## config.mk

```make
export PLATFORM = sky130hd
export DESIGN_NAME = status_array_flush_engine
export DESIGN_NICKNAME = d
export VERILOG_FILES = /design/src/rtl/status_array_flush_engine.sv
export SDC_FILE = /design/constraint.sdc
export NUM_CORES = 1
export LEC_CHECK = 0
export ABC_CLOCK_PERIOD_IN_PS = 6140
export BUFFER_PORTS_ARGS = -buffer_cell sky130_fd_sc_hd__buf_2
export CAP_MARGIN = 20
export CORE_MARGIN = 2
export CORE_UTILIZATION = 50
export CTS_BUF_LIST = sky130_fd_sc_hd__clkbuf_4
export DETAILED_ROUTE_END_ITERATION = 8
export HOLD_SLACK_MARGIN = 0.12
export PLACE_DENSITY = 0.8
export SYNTH_ARGS = -nofsm -noshare
export SYNTH_HDL_FRONTEND = slang
export SYNTH_SLANG_ARGS = --single-unit
```

## constraint.sdc

```tcl
create_clock -name clk -period 6.14 [get_ports clk]
set_clock_uncertainty 0.1 [all_clocks]
set_input_delay 1.228 -clock clk [delete_from_list [all_inputs] [get_ports clk]]
set_output_delay 1.228 -clock clk [all_outputs]
set_load 0.1 [all_outputs]
```

## src/rtl/status_array_flush_engine.sv

```systemverilog
// status_array_flush_engine
// Initializes every row of a status array after reset. Afterwards it serves
// run-time flush requests over an inclusive row range with a per-block write
// mask. All state holds while the downstream stall input i_halt is high.
module status_array_flush_engine #(
    parameter int                    ADDR_WIDTH = 6,
    parameter int                    ROW_WIDTH  = 8,
    parameter int                    NUM_BLOCKS = 4,
    parameter logic [ROW_WIDTH-1:0]  INIT_VALUE = {ROW_WIDTH{1'b0}}
) (
    input  logic                  clk,
    input  logic                  arst_n,
    input  logic                  i_halt,
    input  logic                  i_flush_req,
    input  logic [ADDR_WIDTH-1:0] i_flush_start,
    input  logic [ADDR_WIDTH-1:0] i_flush_end,
    input  logic [NUM_BLOCKS-1:0] i_flush_mask,
    output logic [ADDR_WIDTH-1:0] o_addr,
    output logic [ROW_WIDTH-1:0]  o_data,
    output logic                  o_wen,
    output logic [NUM_BLOCKS-1:0] o_wmask,
    output logic                  o_valid,
    output logic                  o_init_complete,
    output logic                  o_ready,
    output logic                  o_flush_done,
    output logic                  o_flush_err
);

    typedef enum logic [1:0] {
        S_UNINIT = 2'd0,
        S_INIT   = 2'd1,
        S_FLUSH  = 2'd2,
        S_IDLE   = 2'd3
    } state_t;

    state_t                r_state;
    logic [ADDR_WIDTH-1:0] r_cnt;
    logic [ADDR_WIDTH-1:0] r_end;
    logic [NUM_BLOCKS-1:0] r_mask;
    logic [ADDR_WIDTH-1:0] r_addr;
    logic [ROW_WIDTH-1:0]  r_data;
    logic [NUM_BLOCKS-1:0] r_wmask;
    logic                  r_valid;
    logic                  r_init_complete;
    logic                  r_from_flush;
    logic                  r_flush_done;
    logic                  r_flush_err;

    logic                  w_ready;
    logic                  w_last;
    logic                  w_range_ok;

    // A request can only be taken once the last write has drained and
    // the downstream is not stalling.
    assign w_ready    = (r_state == S_IDLE) && !r_valid && !i_halt;
    // Equality test before incrementing lets the range end at the top row
    // without the counter ever wrapping.
    assign w_last     = (r_cnt == r_end);
    assign w_range_ok = (i_flush_start <= i_flush_end);

    // Walk/flush sequencer with registered write-port outputs.
    always_ff @(posedge clk or negedge arst_n) begin
        if (!arst_n) begin
            r_state         <= S_UNINIT;
            r_cnt           <= '0;
            r_end           <= '0;
            r_mask          <= '0;
            r_addr          <= '0;
            r_data          <= '0;
            r_wmask         <= '0;
            r_valid         <= 1'b0;
            r_init_complete <= 1'b0;
            r_from_flush    <= 1'b0;
            r_flush_done    <= 1'b0;
            r_flush_err     <= 1'b0;
        end else if (!i_halt) begin
            // Pulses last exactly one unstalled cycle.
            r_flush_done <= 1'b0;
            r_flush_err  <= 1'b0;
            case (r_state)
                S_UNINIT: begin
                    // Power-on walk covers the whole array with all blocks.
                    r_state <= S_INIT;
                    r_cnt   <= '0;
                    r_end   <= '1;
                    r_mask  <= '1;
                end
                S_INIT, S_FLUSH: begin
                    r_addr  <= r_cnt;
                    r_wmask <= r_mask;
                    r_data  <= INIT_VALUE;
                    r_valid <= 1'b1;
                    if (w_last) begin
                        r_state      <= S_IDLE;
                        r_from_flush <= (r_state == S_FLUSH);
                    end else begin
                        r_cnt <= r_cnt + ADDR_WIDTH'(1);
                    end
                end
                S_IDLE: begin
                    if (r_valid) begin
                        // Drain the final write; only a flush reports done.
                        r_addr          <= '0;
                        r_data          <= '0;
                        r_wmask         <= '0;
                        r_valid         <= 1'b0;
                        r_flush_done    <= r_from_flush;
                        r_from_flush    <= 1'b0;
                        r_init_complete <= 1'b1;
                    end else if (i_flush_req) begin
                        if (w_range_ok) begin
                            r_cnt   <= i_flush_start;
                            r_end   <= i_flush_end;
                            r_mask  <= i_flush_mask;
                            r_state <= S_FLUSH;
                        end else begin
                            r_flush_err <= 1'b1;
                        end
                    end
                end
                default: r_state <= S_UNINIT;
            endcase
        end
    end

    assign o_addr          = r_addr;
    assign o_data          = r_data;
    assign o_wen           = r_valid;
    assign o_wmask         = r_wmask;
    assign o_valid         = r_valid;
    assign o_init_complete = r_init_complete;
    assign o_ready         = w_ready;
    assign o_flush_done    = r_flush_done;
    assign o_flush_err     = r_flush_err;

endmodule

```

**After elaboration in Yosys (flattened, before gate mapping)**

Index checks and enable logic that the tools add are counted.
W data, S select, Z words.

- Flip-flop bits (word level): 41
- Latch bits: 0
- Bits in writable memories: 0
- Memory bits (read-only): 0
- Input bits: 20
- Output and inout port bits: 24
- Logic and storage cells: 74
- Memories: 0

- Add/sub/neg operators: 1
- Multiply operators: 0
- Div/mod/pow operators: 0
- $lt $le $gt $ge: 1
- Equal/unequal tests: 10
- Shifts and indexed selects: 0
- Muxes and demuxes: 34
- Bitwise logic cells: 1
- Reduce and logical (&&, ||, !) cells: 15

Operator list:

| kind | number |
|---|---|
| $mux W6 | 8 |
| $pmux W6 S2 | 2 |
| $pmux W6 S3 | 1 |
| $mux W4 | 4 |
| $pmux W4 S2 | 2 |
| $pmux W8 S2 | 1 |
| $reduce_and A5 Y1 | 3 |
| $ne A2 B2 Y1 const B | 6 |
| $mux W1 | 8 |
| $mux W2 | 4 |
| $mux W8 | 1 |
| $add A6 B1 Y6 const B | 1 |
| $eq A6 B6 Y1 | 1 |
| $le A6 B6 Y1 | 1 |
| $pmux W2 S3 | 1 |
| $reduce_and A3 Y1 | 2 |
| $eq A2 B2 Y1 const B | 2 |
| $pmux W1 S2 | 2 |
| $reduce_and A4 Y1 | 1 |
| $reduce_bool A2 Y1 | 2 |
| $eq A2 B1 Y1 const B | 1 |
| $logic_and A1 B1 Y1 | 2 |
| $logic_not A1 Y1 | 2 |
| $logic_not A2 Y1 | 1 |
| other kinds (3) | 3 |

**Logic depth before layout (Yosys ltp)**

- Depth after elaboration: 5
- Depth in mapped cells: 8
- Mapped depth without buffers: 7

**Worst setup path before layout**

OpenSTA, ideal clock, no wires.

- Path type: in2out
- From: input port i_halt
- To: output port o_ready
- Data arrival time: 3.410 ns
- Setup slack: 1.402 ns
- Stages: 2
- Path buffers: 1
- Path through: buf_6 nor3_1

- Cells in the longest elaborated chain, start to end: 2

RTL lines:

| what | RTL line | RTL |
|---|---|---|
| start: declaration | 13 | `input logic i_halt,` |
| $logic_not A1 Y1 | n/a |  |
| $logic_and A1 B1 Y1 | 55 | `assign w_ready = (r_state == S_IDLE) && !r_valid && !i_halt;` |
| end: declaration | 24 | `output logic o_ready,` |

No other way between the ends.

**Worst setup path after layout**

- From: register r_state[1]
- To: output port o_ready

- Cells in the longest elaborated chain, start to end: 3

RTL lines:

| what | RTL line | RTL |
|---|---|---|
| start: declaration | 36 | `state_t r_state;` |
| start signal: assignment | 64 | `r_state <= S_UNINIT;` |
| start signal: assignment | 83 | `r_state <= S_INIT;` |
| start signal: assignment | 94 | `r_state <= S_IDLE;` |
| $eq A2 B2 Y1 | 55 |  |
| $logic_and A1 B1 Y1 (2 in series) | 55 |  |

No other way between the ends.

==> metrics.md <==
| Metric | Value |
|---|---|
| Status | finished, final reports clean |
| WHS | 0.373 ns |
| Worst slew pin tran | 0.729 ns |
| Ratio of cells with drive above 1 in the final layout | 26.5% |
| Mapped cell area | 0.00187 mm² |
| CTS Sinks | 33 |
| Core area | 0.00363 mm² |
| Final hold vios | 0 |
| Post-route ant nets | 0 |
| Fmax | 280 MHz |
| Ys flop type | dfrtp_1 |
| Cells after Synth | 178 |
| Setup Buffers After CTS | 0 |
| First-pass GRT wire length | 6110 µm |
| Nets | 241 |
| Proportion of synthesized chip area in sequential cells | 44.2% |
| Vias per cell | 5.31 |
| Maxcap violations | 0 |
| Initial Utilization | 51.4% |
| Post-synthesis compound-gate area fraction | 19.6% |
| TritonCTS Buffers | 5 |
| Final setup vio count | 0 |
| Via count | 1,375 |
| Post-Synth XOR/XNOR Area | 4.69% |
| M2 GR Usage | 27.8% |
| Setup TNS | 0 ns |
| IO Port Bufs | 35 |
| Congestion Overflow GR | 0 |
| Post-synth EDFFs | 0 |
| Final Instance Count excl. Fillers | 259 |
| Leak | 1.02 nW |
| Yosys reg bits | 33 |
| Syn_area_per_cell | 10.5 µm² |
| Clk slew on worst S/H paths | 0.09 ns |
| Row count | 22 |
| Slew margin rel. | 51.4% |
| Total wire length | 3540 µm |
| Worst IR Drop VDD | 0.000222 V |
| Minimum clock period | 3.57 ns |
| Main combinational cell family by area after synthesis | compound AO/OA/AOI/OAI gates |
| Startpoint Class | register |
| Hold Path Class | reg -> reg |
| Warnings from Yosys | 0 |
| # diodes | 0 |
| Async S/R FF share, synth | 100% |
| Starting DRT DRC Count | 95 |
| Final Max Tran Viols | 0 |
| Number of I/O pins | 44 |
| Distinct cells, synth | 36 |
| WL/cell | 13.7 µm |
| Synth Area in Simple Gates | 8.23% |
| P&R area growth vs syn | 11.1% |
| Initial antenna violation count | 0 |
| Fin crit share | 58.1% |
| First-pass DRT Iterations | 4 |
| Post-DP HPWL | 2620 µm |
| CTS tree | done |
| Cts repair resizes | 0 |
| Critical Path RT | 4.81 ns |
| Tot Pwr | 0.00122 W |
| Clock latency on the worst-skew pair | 0.33 ns |
| DRC | 0 |
| Crit path kind | reg -> out |
| Grt peak-use layer | met2 |
| RSZ-0062 raised after global routing | no |
| CTS HTree Levels | 2 |
| GR met3 Demand/Resource | 4.97% |
| Power Dens Cells | 586 mW/mm² |
| Total track usage | 18.8% |
| Die Y | 65.1 µm |
| Placed cell area | 0.00201 mm² |
| Hold_buf cts | 0 |
| Root Buffer | clkbuf_4 |
| Crit path DAT | 2.24 ns |
| Largest net degree at the start of global routing | 34 |
| Maximum buffer depth of the clock tree | 2 |
| Element type at the critical path end | primary output |
| Worst-path maximum fanout | 19 |
| Routability cong. | 0.884 |
| Met1 GRT Util | 27.4% |
| Mux share of post-synthesis cell area | 5.89% |
| Die area | 0.00424 mm² |
| Finished Cell Area | 0.00208 mm² |
| Dpl cells | 250 |
| Synthesized-area fraction occupied by adder cells | 7.36% |
| Die Width | 65.1 µm |
| Vias in the first global route | 1,251 |
cell type report:
type / instances / area (µm²)
Clock buffer: 6 / 45.0
Fill cell: 343 / 1560
Tap cell: 48 / 60.1
Inverter: 16 / 60.1
Multi-Input combinational cell: 117 / 886
Timing Repair Buffer: 37 / 190
Clock inverter: 2 / 10.0
Sequential cell: 33 / 826
logic make-up (layout without fill, tap and decap cells):
kind of cell / count (synthesis) / count (layout)
compound gates: 48 / 48
xor+xnor: 10 / 10
fa+ha+maj: 11 / 11
buf+inv: 35 / 61
flops: 33 / 33
mux: 10 / 10
other cells: 1 / 8
simple gates: 30 / 30
worst paths after layout:
check | from | to | slack (ns) | cells past startpoint
max in group asynchronous | arst_n | r_end[2] | 4.63 | 1
min in group asynchronous | arst_n | o_addr[1] | 0.84 | 1
worst min-delay path | o_init_complete | o_init_complete | 0.37 | 1
worst max register to register | r_state[1] | r_end[0] | 3.69 | 5
worst min register to register | o_init_complete | o_init_complete | 0.37 | 1
worst max-delay path | r_state[1] | o_ready | 2.57 | 4
placed cells by master (no fill, tap or decap), drive strengths merged:
cell type,instances
conb,8
nor2,6
a21oi,13
nand3b,1
and2,1
ha,11
xnor2,8
nand2b,4
clkbuf,7
clkinv,2
a21o,1
nor3,3
o41ai,1
o41a,1
nand4,1
a31oi,9
or3,1
and3,1
nand3,3
a32o,1
xor2,2
buf,36
a22o,10
nor2b,1
a22oi,4
nand2,8
o31ai,2
o221ai,1
dfrtp,33
mux2i,2
inv,16
o32ai,1
mux2,8
o21ai,4
synth_stat cells (all sizes together) (2+ instances only):
master	number	share of area [%]
dfrtp	33	44
nand2	8	1.7
buf	12	5.2
nand3	3	0.80
mux2i	2	1.1
a21oi	13	3.5
a22o	10	4.7
a22oi	4	1.6
a31oi	9	3.0
nand2b	4	1.3
o21ai	4	1.1
xnor2	8	3.7
nor2	6	1.2
nor3	3	0.80
o31ai	2	0.80
mux2	8	4.8
ha	11	7.4
xor2	2	0.94
inv	16	3.2
clkbuf	7	1.4
sequential cells by signal, indices dropped and copies added (netlist names):
register         flops
o_addr               6
o_valid              1
r_cnt                6
o_init_complete      1
o_flush_err          1
o_flush_done         1
r_mask               4
r_end                6
o_wmask              4
r_from_flush         1
r_state              2
where the power goes:
| group | switching [W] | leakage, nW | total, W | internal (W) |
|---|---|---|---|---|
| logic | 0.000514 | 0.602 | 0.000713 | 0.000199 |
| registers | 0.0000807 | 0.380 | 0.000385 | 0.000304 |
| clock network | 0.0000723 | 0.0354 | 0.000120 | 0.0000480 |
| total | 0.000667 | 1.02 | 0.00122 | 0.000550 |
per-layer routing:
metal	wire, µm	part of all wire, %
met5	0	0
met4	53	1.5
met3	191	5.4
met2	1550	44
met1	1740	49
stage by stage:
stage          worst slack, ns  util, %
2_1_floorplan             1.40        -
3_5_place_dp              2.55     55.4
3_3_place_gp              2.62     55.4
5_1_grt                   2.44     57.2
4_1_cts                   2.55     57.0
6_report                  2.57     57.2
critical path, cell delays in order (launching register included):
cell and delay, ns:
dfrtp_1 0.42, ha_1 0.63, inv_1 0.20, nor3_1 0.21
buf_2 0.45
Note: power is estimated with default switching activity, not from simulation.
